<file path="config.mk">
export PLATFORM = sky130hd
export DESIGN_NAME = alarm_bank
export DESIGN_NICKNAME = d
export VERILOG_FILES = /design/src/rtl/alarm_bank_pkg.sv /design/src/rtl/alarm_slot.sv /design/src/rtl/alarm_bank.sv
export SDC_FILE = /design/constraint.sdc
export NUM_CORES = 1
export LEC_CHECK = 0
export CAP_MARGIN = 20
export CORE_MARGIN = 5
export CORE_UTILIZATION = 56
export CTS_BUF_LIST = sky130_fd_sc_hd__clkbuf_8 sky130_fd_sc_hd__clkbuf_16
export DETAILED_ROUTE_END_ITERATION = 6
export HOLD_SLACK_MARGIN = 0.15
export PLACE_DENSITY = 0.86
export REMOVE_ABC_BUFFERS = 1
export SLEW_MARGIN = 20
export SYNTH_ARGS = -nofsm -noshare
export SYNTH_HDL_FRONTEND = slang
export SYNTH_SLANG_ARGS = --single-unit
</file>
<file path="constraint.sdc">
create_clock -name clk -period 2.94 [get_ports clk]
set_input_delay 0.588 -clock clk [delete_from_list [all_inputs] [get_ports clk]]
set_output_delay 0.588 -clock clk [all_outputs]
set_load 0.05 [all_outputs]
</file>
<file path="src/rtl/alarm_bank_pkg.sv">
// Shared definitions for the four-slot alarm bank: sizing constants, ring FSM states
// and the length-code to ring-seconds mapping.
package alarm_bank_pkg;

    localparam int N_ALARM  = 4;
    localparam int SEC_W    = 17;
    localparam int DAY_SECS = 86400;

    typedef enum logic {
        IDLE = 1'b0,
        RING = 1'b1
    } ring_state_t;

    function automatic logic [5:0] len_to_secs(input logic [1:0] code);
        case (code)
            2'd0:    len_to_secs = 6'd15;
            2'd1:    len_to_secs = 6'd30;
            2'd2:    len_to_secs = 6'd45;
            default: len_to_secs = 6'd60;
        endcase
    endfunction

endpackage

</file>
<file path="src/rtl/alarm_slot.sv">
// One alarm slot: validated configuration storage plus a combinational time match
// that always reflects the stored (pre-write) values.
module alarm_slot #(
    parameter int SEC_W    = alarm_bank_pkg::SEC_W,
    parameter int DAY_SECS = alarm_bank_pkg::DAY_SECS
) (
    input  logic             clk,
    input  logic             rst,
    input  logic             we,
    input  logic             wr_enable,
    input  logic [SEC_W-1:0] wr_sec,
    input  logic [1:0]       wr_music,
    input  logic [1:0]       wr_len,
    input  logic [SEC_W-1:0] now_sec,
    output logic             reject,
    output logic             enable,
    output logic [SEC_W-1:0] sec,
    output logic [1:0]       music,
    output logic [1:0]       len,
    output logic             match
);

    logic bad_write;

    assign bad_write = (wr_sec >= SEC_W'(DAY_SECS)) || (wr_music == 2'd3);
    assign reject    = we && bad_write;
    assign match     = enable && (sec == now_sec);

    // A rejected write leaves every field untouched; an accepted one updates all four.
    always_ff @(posedge clk or negedge rst) begin
        if (!rst) begin
            enable <= 1'b0;
            sec    <= '0;
            music  <= '0;
            len    <= '0;
        end else if (we && !bad_write) begin
            enable <= wr_enable;
            sec    <= wr_sec;
            music  <= wr_music;
            len    <= wr_len;
        end
    end

endmodule

</file>
<file path="src/rtl/alarm_bank.sv">
// Alarm register bank and ring controller: picks the lowest matching slot to ring,
// queues simultaneous matches as pending, and times each ring on the 1 Hz tick.
module alarm_bank #(
    parameter int N_ALARM  = alarm_bank_pkg::N_ALARM,
    parameter int SEC_W    = alarm_bank_pkg::SEC_W,
    parameter int DAY_SECS = alarm_bank_pkg::DAY_SECS
) (
    input  logic             clk,
    input  logic             rst,
    input  logic             tick_1hz,
    input  logic [SEC_W-1:0] now_sec,
    input  logic             cfg_we,
    input  logic [1:0]       cfg_idx,
    input  logic             cfg_enable,
    input  logic [SEC_W-1:0] cfg_sec,
    input  logic [1:0]       cfg_music,
    input  logic [1:0]       cfg_len,
    output logic             cfg_err,
    input  logic [1:0]       rd_idx,
    output logic             rd_enable,
    output logic [SEC_W-1:0] rd_sec,
    output logic [1:0]       rd_music,
    output logic [1:0]       rd_len,
    input  logic             dismiss,
    output logic             ring,
    output logic [1:0]       ring_idx,
    output logic [1:0]       ring_music,
    output logic [5:0]       ring_remain
);

    import alarm_bank_pkg::*;

    logic [N_ALARM-1:0] slot_en;
    logic [N_ALARM-1:0] slot_match;
    logic [N_ALARM-1:0] slot_rej;
    logic [SEC_W-1:0]   slot_sec   [N_ALARM];
    logic [1:0]         slot_music [N_ALARM];
    logic [1:0]         slot_len   [N_ALARM];

    ring_state_t        state, state_n;
    logic [N_ALARM-1:0] pending, pending_n;
    logic [N_ALARM-1:0] disable_mask;
    logic [N_ALARM-1:0] cand;
    logic [1:0]         ring_idx_n, ring_music_n, sel;
    logic [5:0]         ring_remain_n;
    logic               stop_ring;

    for (genvar g = 0; g < N_ALARM; g++) begin : g_slot
        alarm_slot #(
            .SEC_W    (SEC_W),
            .DAY_SECS (DAY_SECS)
        ) u_slot (
            .clk       (clk),
            .rst       (rst),
            .we        (cfg_we && (cfg_idx == 2'(g))),
            .wr_enable (cfg_enable),
            .wr_sec    (cfg_sec),
            .wr_music  (cfg_music),
            .wr_len    (cfg_len),
            .now_sec   (now_sec),
            .reject    (slot_rej[g]),
            .enable    (slot_en[g]),
            .sec       (slot_sec[g]),
            .music     (slot_music[g]),
            .len       (slot_len[g]),
            .match     (slot_match[g])
        );
    end

    function automatic logic [1:0] lowest(input logic [N_ALARM-1:0] v);
        lowest = '0;
        for (int i = N_ALARM - 1; i >= 0; i--) begin
            if (v[i]) lowest = 2'(i);
        end
    endfunction

    function automatic logic [N_ALARM-1:0] onehot(input logic [1:0] i);
        onehot = N_ALARM'(1) << i;
    endfunction

    assign rd_enable = slot_en[rd_idx];
    assign rd_sec    = slot_sec[rd_idx];
    assign rd_music  = slot_music[rd_idx];
    assign rd_len    = slot_len[rd_idx];
    assign ring      = (state == RING);

    // An accepted write that turns a slot off cancels it both as pending and as ringer.
    assign disable_mask = (cfg_we && !(|slot_rej) && !cfg_enable) ? onehot(cfg_idx) : '0;

    always_comb begin
        state_n       = state;
        pending_n     = pending;
        ring_idx_n    = ring_idx;
        ring_music_n  = ring_music;
        ring_remain_n = ring_remain;
        cand          = '0;
        sel           = '0;
        stop_ring     = 1'b0;
        case (state)
            IDLE: begin
                if (tick_1hz) cand = slot_match & ~disable_mask;
                if (|cand) begin
                    sel           = lowest(cand);
                    state_n       = RING;
                    pending_n     = cand & ~onehot(sel);
                    ring_idx_n    = sel;
                    ring_music_n  = slot_music[sel];
                    ring_remain_n = len_to_secs(slot_len[sel]);
                end
            end
            RING: begin
                if (dismiss) begin
                    state_n       = IDLE;
                    pending_n     = '0;
                    ring_remain_n = '0;
                end else begin
                    cand = pending;
                    if (tick_1hz) begin
                        cand = cand | (slot_match & ~onehot(ring_idx));
                        if (ring_remain == 6'd1) stop_ring = 1'b1;
                        else ring_remain_n = ring_remain - 6'd1;
                    end
                    if ((disable_mask & onehot(ring_idx)) != '0) stop_ring = 1'b1;
                    cand      = cand & ~disable_mask;
                    pending_n = cand;
                    // Handover to the next pending slot happens on this same edge.
                    if (stop_ring) begin
                        if (|cand) begin
                            sel           = lowest(cand);
                            pending_n     = cand & ~onehot(sel);
                            ring_idx_n    = sel;
                            ring_music_n  = slot_music[sel];
                            ring_remain_n = len_to_secs(slot_len[sel]);
                        end else begin
                            state_n       = IDLE;
                            ring_remain_n = '0;
                        end
                    end
                end
            end
            default: state_n = IDLE;
        endcase
    end

    always_ff @(posedge clk or negedge rst) begin
        if (!rst) begin
            state       <= IDLE;
            pending     <= '0;
            ring_idx    <= '0;
            ring_music  <= '0;
            ring_remain <= '0;
            cfg_err     <= 1'b0;
        end else begin
            state       <= state_n;
            pending     <= pending_n;
            ring_idx    <= ring_idx_n;
            ring_music  <= ring_music_n;
            ring_remain <= ring_remain_n;
            cfg_err     <= |slot_rej;
        end
    end

endmodule

</file>
==> results.sh, run 1 <==
export IMPL_required_ns=3.21
export IMPL_place_area_sq_um=7998
export IMPL_ir_drop_mv=0.5242
export IMPL_io_pins=82
export IMPL_cts_buffers=9
export IMPL_drcViolationCount=0
export IMPL_start_kind="input pin"
export IMPL_ant_nets=0
export IMPL_yosysTopAreaCellShare_pct=41.71
export IMPL_start_util_pct=57.31
export IMPL_ctsRootBufferMaster="clkbuf_8"
export IMPL_nets=778
export IMPL_path_cells="clkdlybuf4s50_1, buf_4, xor2_1, nor4_1, nand3_1, buf_4, or3_4, a31oi_4, o32ai_2, a221oi_2, o41ai_2"
export IMPL_n_antenna_cell=0
export IMPL_synth_cells=541
export IMPL_slew_headroom_pct=61.84
export IMPL_finalSetupViolCount=0
export IMPL_fin_skew_ns=0.01805
export IMPL_path_class="in -> reg"
export IMPL_yosys_top_cells_area="dfrtp_1 (42%), mux2_2 (15%), mux4_2 (7.9%), xor2_1 (7.6%), xnor2_1 (2.5%)"
export IMPL_antenna_found_initial=0
export IMPL_cts_sinks=104
export IMPL_htree_levels=3
export IMPL_report_final_slew_viol_count=0
export IMPL_tightest_slew_ns=0.5724
export IMPL_wl_per_cell_microns=23.03
export IMPL_portBuffers=81
export IMPL_clkTransAtPathRegs_ns=0.11
export IMPL_drt_pass1_iter_count=7
export IMPL_grt_pass1_vias=5803
export IMPL_power_density_nw_per_um2=654.2
export IMPL_rows=38
export IMPL_crit_buf_inv=3
export IMPL_fin_crit_sh_pct=99.27
export IMPL_synth_cell_types=63
export IMPL_regToRegSetupSlack_ns=0.23
export IMPL_r2r_cells=10
export IMPL_grt_use_total_pct=30.66
export IMPL_p_leak_nw=3.658
export IMPL_cts_max_path_buffers=2
export IMPL_die_y_microns=115.6
export IMPL_syn2layout_area_growth_pct=37.62
export IMPL_grt_overflow=0
export IMPL_hp_class="in -> async"
export IMPL_coreArea_sq_um=10890
export IMPL_synth_edf_count=0
export IMPL_route_vias_total=5643
export IMPL_ys_flop_type="dfrtp_1"
export IMPL_cpPeakStageDelay_ns=0.44
export IMPL_fmax_mhz=342.6
export IMPL_ys_ff_latch=104
export IMPL_wl_microns=20110
export IMPL_drive_above_1_share_pct=42.70
export IMPL_critPathMostFrequentCell="buf_4"
export IMPL_cp_slowest_cell="clkdlybuf4s50_1"
export IMPL_clock_latency_ns=0.40
export IMPL_min_period_ns=2.918
export IMPL_syn_cell_area_sq_um=6240
export IMPL_gp_congestion=1.054
export IMPL_via_per_inst=6.464
export IMPL_placed_cells=850
export IMPL_first_iter_violations=605
export IMPL_yosys_warnings=0
export IMPL_stdcell_area_sq_um=8587
export IMPL_cp_arrival_ns=3.19
export IMPL_crit_family="simple AND/OR/NAND/NOR gates"
export IMPL_yosys_area_top_type="dfrtp_1"
export IMPL_reg2reg_to="ring_music[0]$_DFFE_PN0P_"
export IMPL_r2r_start="g_slot[2].u_slot.sec[7]$_DFFE_PN0P_"
export IMPL_seq_area_frac_synth_pct=41.71
export IMPL_grt_max_degree=66
export IMPL_worst_path_max_fanout=4
export IMPL_die_w_microns=115.6
export IMPL_drv_cap=0
export IMPL_hpwl_microns=14720
export IMPL_hold_viol_final=0
export IMPL_cp_end_kind="flip-flop"
export IMPL_final_cells=873
export IMPL_grt_pass1_wl_microns=31220
export IMPL_status="complete, no violations"
export IMPL_async_flop_share_pct=100.0
export IMPL_avgSynthCellArea_sq_um=11.53
export IMPL_dieArea_sq_um=13350
export IMPL_cts_tree="yes"
final cells by class:
cell class,count,area (sq um)
multi-input cells,401,3829
flip-flops and latches,104,2603
fillers,662,2301
repair buffers,198,1724
well taps,140,175.2
clock buffers,10,137.6
clock inverters,6,66.31
inverters,14,52.55
routing by layer:
layer,global-route usage (%),up-vias,routed length [microns]
li1,-,2431,-
met1,38.45,2851,7609
met2,52.89,296,10380
met3,4.856,65,1389
met4,12.91,0,731
met5,0,-,0
where the power goes:
part           leakage, nW  internal (mW)  switching [mW]
clock network        0.101          0.421           0.541
logic                 2.30           1.13            1.34
registers             1.26           1.79           0.399
synthesized netlist by cell type (all sizes together), types with 7 or more instances:
| master | n |
|---|---|
| dfrtp | 104 |
| mux2 | 83 |
| xor2 | 54 |
| nor2 | 28 |
| mux4 | 22 |
| nand2 | 20 |
| xnor2 | 18 |
| nor4 | 17 |
| buf | 15 |
| nor3 | 14 |
| inv | 13 |
| nand3 | 13 |
| and2 | 10 |
| o21ai | 10 |
| o31ai | 9 |
| a21oi | 8 |
| and3 | 7 |
| clkbuf | 7 |
worst register-to-register path, cell delays in order (launching register included):
cell and delay (ns):
dfrtp_1 0.42, xor2_1 0.17, nor4_2 0.27, nand4_1 0.24, buf_4 0.21, or3_4 0.41, buf_4 0.19, a311oi_4 0.33
o31ai_1 0.11, a21oi_1 0.19, o31ai_2 0.08
cell families after synthesis:
family | share of synthesized area, %
muxes | 23.24
DFF | 41.71
buffers and inverters | 2.346
AOI/OAI and AO/OA | 9.705
and+or+nand+nor | 12.49
xor gates and xnor gates | 10.11
adders and majority gates | 0.4010
worst max-delay path by stage:
| stage | start | to | slack, ns | cells past startpoint |
|---|---|---|---|---|
| finish | now_sec[6] | ring_remain[0]$_DFFE_PN0P_ | 0.02 | 11 |
| detailed placement | cfg_sec[8] | pending[3]$_DFFE_PN0P_ | -0.75 | 9 |
| global placement | cfg_sec[7] | ring_remain[0]$_DFFE_PN0P_ | -0.63 | 9 |
| global route | now_sec[6] | ring_music[0]$_DFFE_PN0P_ | -0.11 | 12 |
| CTS | now_sec[13] | ring_remain[5]$_DFFE_PN0P_ | 0.004 | 10 |
| floorplan | cfg_sec[8] | g_slot[2].u_slot.enable$_DFFE_PN0P_ | -0.91 | 6 |
sequential cells by signal, summed over array words and instances, names as in the netlist:
name and flops:
g_slot.u_slot.music 8, ring_music 2, ring 1, cfg_err 1, ring_idx 2, g_slot.u_slot.sec 68
g_slot.u_slot.enable 4, g_slot.u_slot.len 8, pending 4, ring_remain 6
placed cells by master (no fill, tap or decap), types with 4 or more instances in the layout:
master,n
and3_1,5
nand2_1,19
clkdlybuf4s50_1,38
dfrtp_1,104
nor4_1,10
inv_1,14
nand4_1,6
xor2_1,54
buf_12,7
o21ai_0,8
xnor2_1,17
nand3_1,11
mux2_2,83
a21o_1,4
nor4_2,7
buf_4,133
a21oi_1,8
dlymetal6s2s_1,8
and2_1,8
o211ai_1,4
o31ai_1,5
nor3_2,4
nor2_1,26
dlygate4sd2_1,12
nor3_1,8
mux4_2,22
clkbuf_8,10
timing repair:
action,4_1_cts,5_1_grt
setup endpoints to repair,74,12
pin swaps,2,10
setup buffers,3,4
hold buffers,0,0
gates resized for setup,35,41
through the flow:
step / setup WS, ns / utilization (%) / power (mW) / TNS (ns) / hold slack, ns
3_5_place_dp: -0.7537 / 73.45 / 4.560 / -49.08 / 0.4867
4_1_cts: 0.004121 / 76.65 / 5.545 / 0 / 0.1780
2_1_floorplan: -0.9122 / - / 3.609 / -36.43 / 0.2924
3_3_place_gp: -0.6270 / 73.45 / 4.455 / -34.92 / 0.4785
5_1_grt: -0.1052 / 78.87 / 5.881 / -0.5404 / 0.1991
6_report: 0.02151 / 78.87 / 5.618 / 0 / 0.1614
Note: power is estimated with default switching activity, not from simulation.
==> run 2, diff against run 1 <==
- CORE_MARGIN: 5 -> 3
==> run 2 against run 1 <==
  * The run now ends with negative setup slack left
  * Core utilization rose by 3.4 points
  * Wire length rose by 9.0%
  * Combinational power up 3%
  * Cell count is 0.46% higher
  * Count of clock-buffer cells in the layout shrank 1
  * Worst setup slack got worse by 0.034 ns
  * Sequential share of layout area fell by 0.34 points
  * Global-route usage is 3.2 points higher
==> results.sh, run 2 (synthesis gave the netlist of run 1 again) <==
export IMPL_power_switching_mw=2.399
export IMPL_status="complete, but fails checks"
export IMPL_worst_path_max_fanout=5
export IMPL_route_vias_total=5869
export IMPL_power_frac_comb_pct=44.8
export IMPL_wl_per_cell_microns=24.98
export IMPL_met3_usage_pct=7.717
export IMPL_cts_buffers=9
export IMPL_coreArea_sq_um=10560
export IMPL_io_pins=82
export IMPL_clock_latency_ns=0.40
export IMPL_largest_register="g_slot.u_slot.sec"
export IMPL_drv_cap=0
export IMPL_die_w_microns=111.6
export IMPL_power_density_nw_per_um2=652.0
export IMPL_final_setup_worst_slack_ns=-0.01199
export IMPL_final_util_pct=82.27
export IMPL_busiest_layer="met2"
export IMPL_via_per_inst=6.692
export IMPL_largest_registers="g_slot.u_slot.sec x68, g_slot.u_slot.len x8, g_slot.u_slot.music x8"
export IMPL_r2r_start="g_slot[1].u_slot.sec[5]$_DFFE_PN0P_"
export IMPL_grt_use_met2_pct=60.07
export IMPL_n_antenna_cell=0
export IMPL_pwr_share_seq_pct=39.4
export IMPL_start_kind="input pin"
export IMPL_cts_sinks=104
export IMPL_cp_slowest_cell="or4_1"
export IMPL_die_y_microns=111.6
export IMPL_hpwl_microns=14570
export IMPL_cp_end_kind="flip-flop"
export IMPL_grtUsageMet1_pct=38.31
export IMPL_slew_headroom_pct=41.87
export IMPL_tightest_slew_ns=0.8720
export IMPL_p_clk_share_pct=15.9
export IMPL_fin_crit_sh_pct=100.4
export IMPL_start_util_pct=59.12
export IMPL_r2r_cells=11
export IMPL_antenna_found_initial=0
export IMPL_crit_path_start="cfg_music[0]"
export IMPL_fillers=577
export IMPL_first_iter_violations=610
export IMPL_nets=786
export IMPL_grt_overflow=0
export IMPL_largest_reg_flops=68
export IMPL_portBuffers=81
export IMPL_regToRegSetupSlack_ns=0.18
export IMPL_cp_arrival_ns=3.23
export IMPL_grt_use_total_pct=33.86
export IMPL_p_leak_nw=3.735
export IMPL_drt_pass1_iter_count=5
export IMPL_cts_tree="yes"
export IMPL_critPathMostFrequentCell="buf_4"
export IMPL_grt_max_degree=66
export IMPL_cpPeakStageDelay_ns=0.51
export IMPL_grt_pass1_vias=6198
export IMPL_setup_tns_ns=-0.01199
export IMPL_switching_share_pct=42.38
export IMPL_gp_congestion=0.9665
export IMPL_report_final_slew_viol_count=0
export IMPL_grt_pass1_wl_microns=33090
export IMPL_wl_microns=21910
export IMPL_reg2reg_to="ring_remain[5]$_DFFE_PN0P_"
export IMPL_final_common_cell="buf_4"
export IMPL_fmax_mhz=338.8
export IMPL_ir_drop_mv=0.5637
export IMPL_pre_cts_ws_ns=-0.7120
export IMPL_path_cells="clkdlybuf4s50_1, and2_2, buf_4, or4_1, nor3_2, buf_4, nor4_1, nor2_1, a21o_1, buf_4, a2bb2oi_1, o31ai_1"
export IMPL_htree_levels=3
export IMPL_syn2layout_area_growth_pct=39.16
export IMPL_drcViolationCount=0
export IMPL_ctsRootBufferMaster="clkbuf_8"
export IMPL_path_class="in -> reg"
export IMPL_ant_nets=0
export IMPL_cts_max_path_buffers=2
export IMPL_min_period_ns=2.952
export IMPL_fin_skew_ns=0.01363
export IMPL_clkTransAtPathRegs_ns=0.12
export IMPL_internal_power_mw=3.262
export IMPL_hold_viol_final=0
export IMPL_finalSetupViolCount=1
export IMPL_hp_class="in -> async"
export IMPL_drive_above_1_share_pct=44.80
export IMPL_layout_common_cells="buf_4 (138), dfrtp_1 (104), mux2_2 (83)"
export IMPL_dieArea_sq_um=12440
export IMPL_required_ns=3.22
export IMPL_rows=37
export IMPL_failed_checks="negative setup slack"
==> run 2: cell type report <==
cell class / count / area, sq um / area share (%)
clock buffers: 9 / 123.9 / 1.427
clock inverters: 7 / 61.31 / 0.7061
inverters: 14 / 52.55 / 0.6052
multi-input cells: 401 / 3859 / 44.44
flip-flops and latches: 104 / 2603 / 29.97
well taps: 136 / 170.2 / 1.960
repair buffers: 206 / 1814 / 20.89
==> run 2: critical path, delay by kind of cell <==
family	cells	cell delay (ns)
AO/OA/AOI/OAI	3	0.52
buffers and inverters	4	0.90
AND/OR/NAND/NOR	5	1.23
==> run 2: per-stage QoR <==
step | power [mW] | cells | hold slack (ns) | area (sq um)
after global placement | 4.446 | 852 | 0.4826 | 8050
after CTS | 5.503 | 874 | 0.3038 | 8434
final | 5.662 | 877 | 0.2783 | 8683
after detailed placement | 4.549 | 852 | 0.5010 | 8050
after floorplan | 3.609 | 519 | 0.2924 | 6146
after global routing | 5.903 | 877 | 0.3133 | 8683
==> run 2: worst max-delay path by stage <==
stage | cells past startpoint | endpoint
finish | 12 | ring_remain[4]$_DFFE_PN0P_
detailed placement | 11 | ring_music[1]$_DFFE_PN0P_
global route | 12 | ring_remain[4]$_DFFE_PN0P_
floorplan | 6 | g_slot[2].u_slot.enable$_DFFE_PN0P_
global placement | 10 | ring_remain[1]$_DFFE_PN0P_
CTS | 10 | ring_remain[5]$_DFFE_PN0P_
==> run 2: per-layer routing <==
metal  share of wire (%)  routed length, microns
met5                   0                       0
met4                 6.2                    1358
met3                 7.8                    1715
met2                  51                   11130
met1                  35                    7699
==> run 2: repair_timing <==
action                                  in CTS  in global routing
gates cloned                                 0                  0
hold buffers                                 0                  0
gates resized for setup                     39                 47
pin swaps                                   17                 17
buffers inserted                             6                  4
endpoints found under the setup margin      13                 13
==> run 2: power groups by stage <==
stage | Clock (mW) | Sequential (mW) | Combinational, mW
after floorplan | 0 | 2.23 | 1.38
after global placement | 0 | 2.17 | 2.27
after detailed placement | 0 | 2.21 | 2.33
after CTS | 0.906 | 2.19 | 2.40
after global routing | 0.978 | 2.28 | 2.65
final | 0.898 | 2.23 | 2.53
